## config.mk

```make
export PLATFORM = sky130hd
export DESIGN_NAME = nios_system_sram_dma_master
export DESIGN_NICKNAME = d
export VERILOG_FILES = /design/src/rtl/nios_system_sram_dma_master.sv
export SDC_FILE = /design/constraint.sdc
export NUM_CORES = 1
export LEC_CHECK = 0
export BUFFER_PORTS_ARGS = -buffer_cell sky130_fd_sc_hd__buf_2
export CORE_ASPECT_RATIO = 0.75
export CORE_UTILIZATION = 45
export DETAILED_ROUTE_END_ITERATION = 8
export PLACE_DENSITY = 0.69
export SETUP_SLACK_MARGIN = 0.1
export SLEW_MARGIN = 20
export SYNTH_ARGS = -nofsm -noshare
export SYNTH_HDL_FRONTEND = slang
export SYNTH_SLANG_ARGS = --single-unit
```

## constraint.sdc

```tcl
create_clock -name clk -period 5.9 [get_ports clk]
set_input_delay 0.295 -clock clk [delete_from_list [all_inputs] [get_ports clk]]
set_output_delay 0.295 -clock clk [all_outputs]
set_load 0.005 [all_outputs]
```

## src/rtl/nios_system_sram_dma_master.sv

```systemverilog
// Avalon-MM master on one port of the dual-port on-chip SRAM: block fill,
// block copy and block verify, started by a one-cycle command strobe.
module nios_system_sram_dma_master #(
    parameter int ADDR_W = 11,
    parameter int DATA_W = 32
) (
    input  logic                clk,
    input  logic                reset_n,
    input  logic                start,
    input  logic [1:0]          mode,
    input  logic                incr,
    input  logic [ADDR_W-1:0]   src,
    input  logic [ADDR_W-1:0]   dst,
    input  logic [ADDR_W:0]     len,
    input  logic [DATA_W-1:0]   pattern,
    output logic                busy,
    output logic                done,
    output logic [ADDR_W:0]     err_count,
    output logic [ADDR_W-1:0]   err_addr,
    output logic [ADDR_W-1:0]   m_address,
    output logic                m_chipselect,
    output logic                m_write,
    output logic [DATA_W/8-1:0] m_byteenable,
    output logic [DATA_W-1:0]   m_writedata,
    output logic                m_clken,
    input  logic [DATA_W-1:0]   m_readdata
);
    localparam logic [1:0]        MODE_FILL  = 2'd0;
    localparam logic [1:0]        MODE_COPY  = 2'd1;
    localparam logic [1:0]        MODE_CHECK = 2'd2;
    localparam logic [1:0]        MODE_RSVD  = 2'd3;
    localparam logic [ADDR_W:0]   CNT_ONE    = 1;
    localparam logic [ADDR_W-1:0] IDX_ONE    = 1;
    localparam logic [ADDR_W:0]   ERR_MAX    = {1'b1, {ADDR_W{1'b0}}};

    typedef enum logic [2:0] {IDLE, RD, LAT, WR, DONE} state_t;

    state_t            state, state_next;
    logic [1:0]        mode_r;
    logic              incr_r;
    logic [ADDR_W-1:0] src_r, dst_r;
    logic [DATA_W-1:0] pattern_r;
    logic [ADDR_W-1:0] idx, idx_next;
    logic [ADDR_W:0]   remaining;

    logic              accept, last, word_done, mismatch;
    logic [1:0]        cmd_mode;
    logic              cmd_incr;
    logic [ADDR_W-1:0] cmd_src, cmd_dst;
    logic [DATA_W-1:0] cmd_pattern;
    logic [ADDR_W-1:0] addr_next;
    logic [DATA_W-1:0] wdata_next;
    logic              cs_next, wr_next, busy_next, done_next;

    function automatic logic [DATA_W-1:0] word_data(input logic [DATA_W-1:0] base,
                                                   input logic inc,
                                                   input logic [ADDR_W-1:0] i);
        return inc ? base + DATA_W'(i) : base;
    endfunction

    // In IDLE the first access is set up straight from the command inputs,
    // since the command registers load on that same edge.
    assign cmd_mode    = (state == IDLE) ? mode    : mode_r;
    assign cmd_incr    = (state == IDLE) ? incr    : incr_r;
    assign cmd_src     = (state == IDLE) ? src     : src_r;
    assign cmd_dst     = (state == IDLE) ? dst     : dst_r;
    assign cmd_pattern = (state == IDLE) ? pattern : pattern_r;

    assign accept    = (state == IDLE) && start;
    assign last      = (remaining == CNT_ONE);
    assign word_done = (state == WR) || (state == LAT && mode_r == MODE_CHECK);
    assign mismatch  = (state == LAT) && (mode_r == MODE_CHECK) &&
                       (m_readdata != word_data(pattern_r, incr_r, idx));
    assign idx_next  = accept ? '0 : (word_done ? idx + IDX_ONE : idx);

    assign m_byteenable = '1;
    assign m_clken      = 1'b1;

    always_ff @(posedge clk) begin
        if (!reset_n) state <= IDLE;
        else          state <= state_next;
    end

    always_comb begin
        state_next = state;
        case (state)
            IDLE: if (start) begin
                if (len == '0 || mode == MODE_RSVD) state_next = DONE;
                else if (mode == MODE_FILL)         state_next = WR;
                else                                state_next = RD;
            end
            RD:   state_next = LAT;
            LAT:  if (mode_r == MODE_COPY) state_next = WR;
                  else if (last)           state_next = DONE;
                  else                     state_next = RD;
            WR:   if (last)                    state_next = DONE;
                  else if (mode_r == MODE_FILL) state_next = WR;
                  else                          state_next = RD;
            DONE: state_next = IDLE;
            default: state_next = IDLE;
        endcase
    end

    always_comb begin
        addr_next  = m_address;
        wdata_next = m_writedata;
        cs_next    = 1'b0;
        wr_next    = 1'b0;
        busy_next  = 1'b0;
        done_next  = 1'b0;
        case (state_next)
            RD: begin
                addr_next = ((cmd_mode == MODE_COPY) ? cmd_src : cmd_dst) + idx_next;
                cs_next   = 1'b1;
                busy_next = 1'b1;
            end
            LAT: busy_next = 1'b1;
            WR: begin
                addr_next  = cmd_dst + idx_next;
                wdata_next = (cmd_mode == MODE_COPY) ? m_readdata
                                                     : word_data(cmd_pattern, cmd_incr, idx_next);
                cs_next    = 1'b1;
                wr_next    = 1'b1;
                busy_next  = 1'b1;
            end
            DONE: done_next = 1'b1;
            default: ;
        endcase
    end

    always_ff @(posedge clk) begin
        if (accept) begin
            mode_r    <= mode;
            incr_r    <= incr;
            src_r     <= src;
            dst_r     <= dst;
            pattern_r <= pattern;
        end
    end

    always_ff @(posedge clk) begin
        if (!reset_n) begin
            idx          <= '0;
            remaining    <= '0;
            busy         <= 1'b0;
            done         <= 1'b0;
            m_chipselect <= 1'b0;
            m_write      <= 1'b0;
            m_address    <= '0;
            m_writedata  <= '0;
            err_count    <= '0;
            err_addr     <= '0;
        end else begin
            idx          <= idx_next;
            busy         <= busy_next;
            done         <= done_next;
            m_chipselect <= cs_next;
            m_write      <= wr_next;
            m_address    <= addr_next;
            m_writedata  <= wdata_next;
            if (accept)         remaining <= len;
            else if (word_done) remaining <= remaining - CNT_ONE;
            // err_addr latches only while the count is still zero: first miss wins
            if (accept) begin
                err_count <= '0;
                err_addr  <= '0;
            end else if (mismatch) begin
                if (err_count != ERR_MAX) err_count <= err_count + CNT_ONE;
                if (err_count == '0)      err_addr  <= dst_r + idx;
            end
        end
    end
endmodule

```

Word level (Yosys, flattened, before mapping)
Index checks and enable logic that the tools add are counted.

Bits in registers: 153. Input bits: 104. Output and inout port bits: 75. Word-level logic and storage cells: 82.

Add/sub/neg operators: 8. Eq/ne operators: 14. Multiplexer cells: 26. Bitwise logic cells: 1. Reduce and logical (&&, ||, !) cells: 17.

Operator list (count): $mux 32 (4); $add 32x11->32 (2); $mux 11 (5); $add 11x11->11 (3); $ne 32x32->1 (1); $logic_not 12->1 (2); $mux 12 (2); $pmux 11 s2 (1); $mux 3 (5); $add 12x1->12 const B (1); $eq 12x1->1 const B (1); $eq 3x2->1 const B (4); $ne 12x12->1 const B (1); $pmux 3 s4 (1); $sub 12x1->12 const B (1); $add 11x1->11 const B (1); $eq 3x1->1 const B (2); $mux 2 (3); $mux 1 (5); $eq 2x1->1 const B (2); $eq 2x2->1 const B (2); $logic_not 2->1 (2); $reduce_and 2->1 (2); $reduce_bool 2->1 (2); other kinds (7) (11).

Logic depth before layout (Yosys ltp)
Depth after elaboration: 8. Gate-level depth with buffers: 24. Depth with buffers taken out: 22.

Worst setup path after synthesis
Ideal clock, no wire load.

Path kind: register -> register. From: reg state[1]. To: reg m_writedata[14]. Setup time: 79 ps. Data arrival time: 6195 ps. Required time: 5821 ps. Slack: -374 ps. Cell stages (with the launch flop): 21. Buffers on the path: 4. Period minus slack after synthesis: 6274 ps. Cells stage by stage: dfxtp_1 -> nor3_1 -> clkbuf_1 -> clkbuf_1 -> nand2_1 -> inv_1 -> clkbuf_1 -> clkbuf_1 -> nor2_1 -> ha_1 -> fa_1 -> a21o_1 -> a21oi_1 -> o21a_1 -> o21ai_0 -> a311oi_1 -> nor3_2 -> nand2_1 -> xor2_1 -> mux2_2 -> o211ai_1.

Elaborated cells between the ends (all ways): 19. Classes of those cells: add/sub (1); eq/ne (5); mux (9); reduce/logical (4).

RTL lines: start: declaration (line 38) `state_t state, state_next;`; start signal: assignment (line 81) `else state <= state_next;`; $logic_not 3->1 (line 69) `assign accept = (state == IDLE) && start;`; $logic_and 1x1->1 (line 69); named net accept (line 46) `logic accept, last, word_done, mismatch;`; $mux 11 (line 74) `assign idx_next = accept ? '0 : (word_done ? idx + IDX_ONE : idx);`; named net idx_next[0] (line 43) `logic [ADDR_W-1:0] idx, idx_next;`; $add 32x11->32 (line 58) `return inc ? base + DATA_W'(i) : base;`; $mux 32 (line 58); $mux 32 (line 120) `wdata_next = (cmd_mode == MODE_COPY) ? m_readdata`; end signal: assignment (line 160) `m_writedata <= wdata_next;`; end: declaration (line 24) `output logic [DATA_W-1:0] m_writedata,`.

The timed path passes the listed nets, and every way through them passes these cells. A chain may end at the register's enable or synchronous reset.

Worst setup path after layout
From: reg remaining[5]. To: reg m_address[10].

Cells in the longest elaborated chain, start to end: 6. Elaborated cells between the ends (all ways): 9. Classes of those cells: eq/ne (3); mux (5); reduce/logical (1).

RTL lines: start: declaration (line 44) `logic [ADDR_W:0] remaining;`; start signal: assignment (line 161) `if (accept) remaining <= len;`; start signal: assignment (line 162) `else if (word_done) remaining <= remaining - CNT_ONE;`; $eq 12x1->1 (*) (line 70) `assign last = (remaining == CNT_ONE);`; $mux 3 (line 94) `else if (last) state_next = DONE;`; $mux 3 (line 93) `LAT: if (mode_r == MODE_COPY) state_next = WR;`; $pmux 3 s4 (*) (line 86) `case (state)`; $eq 3x2->1 / $eq 3x1->1 (equally long branches) (line 111) `case (state_next)`; $pmux 11 s2 / $reduce_bool 2->1 (equally long branches); end signal: assignment (line 159) `m_address <= addr_next;`; end: declaration (line 20) `output logic [ADDR_W-1:0] m_address,`.

Mark *: on every way between the ends. The rest lies on a longest branch, timed or not.

==> impl_metrics.json <==
{
  "slew_viol_final": 0,
  "dieArea_mm2": 0.0237,
  "synth_area_per_cell_um2": 8.46,
  "hp-start": "src[9]",
  "slew_headroom_pct": 49.8,
  "drt-initial-drc-count": 1103,
  "clockBufferDepth": 2,
  "cts_sinks": 153,
  "r2r_setup_slack_ns": 0.87,
  "pwr_density_cell_mw_per_mm2": 274,
  "cap_violations": 0,
  "cts_resized": 0,
  "ant_nets": 0,
  "setup_viol": 0,
  "fp.dieH_um": 134,
  "worst_pin_slew_ns": 0.753,
  "first_pass_iters": 5,
  "max_freq_mhz": 199,
  "place_ws_ns": 0.991,
  "r2r-start": "remaining[5]$_SDFFE_PN0P_",
  "vias": 9918,
  "utilization_pct": 54.0,
  "drive_gt1_share_pct": 18.4,
  "place.gp.congestion": 0.954,
  "ys.warnings.count": 0,
  "crit_path_end_kind": "flop",
  "grt_pass1_wl_mm": 49.9,
  "antenna_found_initial": 1,
  "status": "finished, final reports clean",
  "yosys.area.top_type": "dfxtp_1",
  "cp_max_fo": 30,
  "die_w_um": 177,
  "r2r_end": "m_address[10]$_SDFFE_PN0P_",
  "area_delta_synth_final_pct": 16.1,
  "insertion_delay_ns": 0.43,
  "initial_utilization_pct": 46.5,
  "ys_top_cells_by_count": "nand2_1, nor2_1, dfxtp_1",
  "cp-startpoint": "remaining[5]$_SDFFE_PN0P_",
  "synth_top_area_share_pct": 18.5,
  "fill_cells": 2145,
  "grt_pass1_vias": 8695,
  "cts-root-buf": "clkbuf_16",
  "ys_types": 90,
  "yosysMostFrequentCell": "nand2_1",
  "worst_r2r_path_depth": 22,
  "rows": 47,
  "ir_drop_v": 0.000185,
  "io_pins": 179,
  "netlist_area_mm2": 0.0104,
  "fin_skew_ns": 0.0142,
  "ys_seq_area_share_pct": 35.0,
  "cts_tree": "done",
  "start_kind": "flop",
  "postSynthCellCount": 1229,
  "numCtsBuffers": 17,
  "rsz0062_at_grt": "false",
  "final_hold_viol_count": 0,
  "ys.flop_type": "dfxtp_1",
  "async_flop_share_pct": 0,
  "ctsHoldBuffers": 0,
  "fin_crit_sh_pct": 85.3,
  "fin_setup_tns_ns": 0,
  "crit_required_ns": 6.18,
  "cts_setup_buffers": 0,
  "ys_top_cells_by_area": "dfxtp_1, edfxtp_1, nand2_1",
  "grt_max_degree": 54,
  "hold_path.class": "in -> reg",
  "grtUsageTotal_pct": 27.5,
  "ys_ff_latch": 153,
  "wl_per_cell_um": 19.2,
  "crit_type": "reg -> reg",
  "worst_slack_ns": 0.866,
  "dp_hpwl_mm": 24.5,
  "layout_min_cycle_time_ns": 5.03,
  "cp.arrival_ns": 5.32,
  "endpoint": "m_address[10]$_SDFFE_PN0P_",
  "wirelength_mm": 32.5,
  "synth_edf_count": 57,
  "port_buffers": 173,
  "power_leakage_nw": 5.14,
  "clk_pin_slew_ns": 0.07,
  "post_drt_via_cell_ratio": 5.87,
  "layout.nets": 1536,
  "gr-total-overflow": 0,
  "htreeDepth": 4,
  "drc_errors": 0,
  "design.core.area_mm2": 0.0223
}
[where the power goes]
group | switching, mW | internal (mW) | total (mW)
Combinational | 0.552 | 0.336 | 0.888
Sequential | 0.0874 | 1.20 | 1.29
Clock | 0.465 | 0.668 | 1.13
Total | 1.10 | 2.20 | 3.31
[sequential cells by signal, indices dropped and copies added, names as in the netlist]
name	flops
state	3
src_r	11
pattern_r	32
err_count	12
busy	1
idx	11
done	1
remaining	12
mode_r	2
m_address	11
err_addr	11
m_chipselect	1
m_write	1
incr_r	1
dst_r	11
m_writedata	32
[logic make-up after synthesis]
| kind of cell | synth area share [%] |
|---|---|
| muxes | 3.80 |
| other | 0.0361 |
| buffers and inverters | 4.26 |
| DFF | 35.0 |
| xor gates and xnor gates | 9.69 |
| and+or+nand+nor | 22.8 |
| adders and majority gates | 6.43 |
| AOI/OAI and AO/OA | 18.1 |
[placed cells by master, fill, tap and decap left out, types with 5 or more instances in the layout]
| cell | n |
|---|---|
| nand3_1 | 40 |
| xor2_1 | 43 |
| a21o_1 | 12 |
| nand3b_1 | 9 |
| nand2_1 | 187 |
| o21bai_1 | 8 |
| xnor2_1 | 72 |
| inv_1 | 34 |
| o21ai_0 | 53 |
| and2_1 | 10 |
| or3_1 | 7 |
| a21oi_1 | 79 |
| dfxtp_1 | 96 |
| edfxtp_1 | 57 |
| nor4_1 | 13 |
| ha_1 | 47 |
| nand4_1 | 19 |
| a211oi_1 | 22 |
| clkbuf_16 | 17 |
| o211ai_1 | 12 |
| clkbuf_1 | 5 |
| buf_4 | 17 |
| and3_1 | 26 |
| nor2b_1 | 5 |
| buf_2 | 173 |
| nand2b_1 | 8 |
| nor3_1 | 38 |
| nor2_1 | 101 |
| a31oi_1 | 27 |
| o21a_1 | 9 |
| conb_1 | 5 |
| a311oi_1 | 6 |
| mux2i_1 | 35 |
[layout make-up]
| type | count | area, µm² | share of cell area [%] |
|---|---|---|---|
| clock buffer | 22 | 444 | 3.68 |
| timing repair buffer | 190 | 993 | 8.23 |
| multi-input combinational | 984 | 6350 | 52.6 |
| inverter | 35 | 131 | 1.09 |
| antenna | 1 | 2.50 | 0.0207 |
| sequential | 153 | 3630 | 30.1 |
| tap | 294 | 368 | 3.05 |
| clock inverter | 10 | 144 | 1.19 |
[per-layer routing]
metal | vias to the layer above | GRT usage (%) | routed length, µm
li1 | 4744 | - | -
met4 | 0 | 5.37 | 348
met3 | 29 | 9.10 | 3850
met2 | 490 | 37.0 | 12900
met1 | 4655 | 41.8 | 15400
met5 | - | 0 | 0
[worst max-delay path, stage by stage (launching register included)]
cell      delay, ns
dfxtp_1        0.34
nor4_1         0.47
nand4_1        0.25
o21bai_1       0.66
a32oi_2        0.08
buf_4          0.27
nor2_1         0.43
nand2_1        0.09
and3_1         0.17
a31oi_1        0.15
ha_1           0.20
inv_1          0.06
fa_1           0.40
nor2b_1        0.12
o21ai_0        0.10
a21boi_0       0.22
o21ai_0        0.11
nand2b_1       0.11
a21o_1         0.12
a21o_1         0.14
a31oi_1        0.10
xnor2_1        0.16
a21oi_1        0.08
[worst min-delay path by stage]
stage | endpoint | slack, ns | cells after the start
global placement | err_addr[7]$_SDFFE_PP0P_ | 0.44 | 2
floorplan | dst_r[0]$_DFFE_PP_ | 0.39 | 0
detailed placement | err_addr[6]$_SDFFE_PP0P_ | 0.45 | 2
global route | src_r[9]$_DFFE_PP_ | 0.04 | 1
finish | src_r[9]$_DFFE_PP_ | 0.05 | 1
CTS | src_r[9]$_DFFE_PP_ | 0.04 | 1
[stage by stage]
| stage | instances | power [mW] | hold slack, ns | cell area [µm²] |
|---|---|---|---|---|
| 2_1_floorplan | 1233 | 1.88 | 0.394 | 10400 |
| 3_3_place_gp | 1656 | 2.17 | 0.445 | 11500 |
| 3_5_place_dp | 1656 | 2.17 | 0.452 | 11500 |
| 4_1_cts | 1688 | 3.30 | 0.0442 | 12100 |
| 5_1_grt | 1688 | 3.45 | 0.0396 | 12100 |
| 6_report | 1689 | 3.31 | 0.0521 | 12100 |
Note: power is estimated with default switching activity, not from simulation.
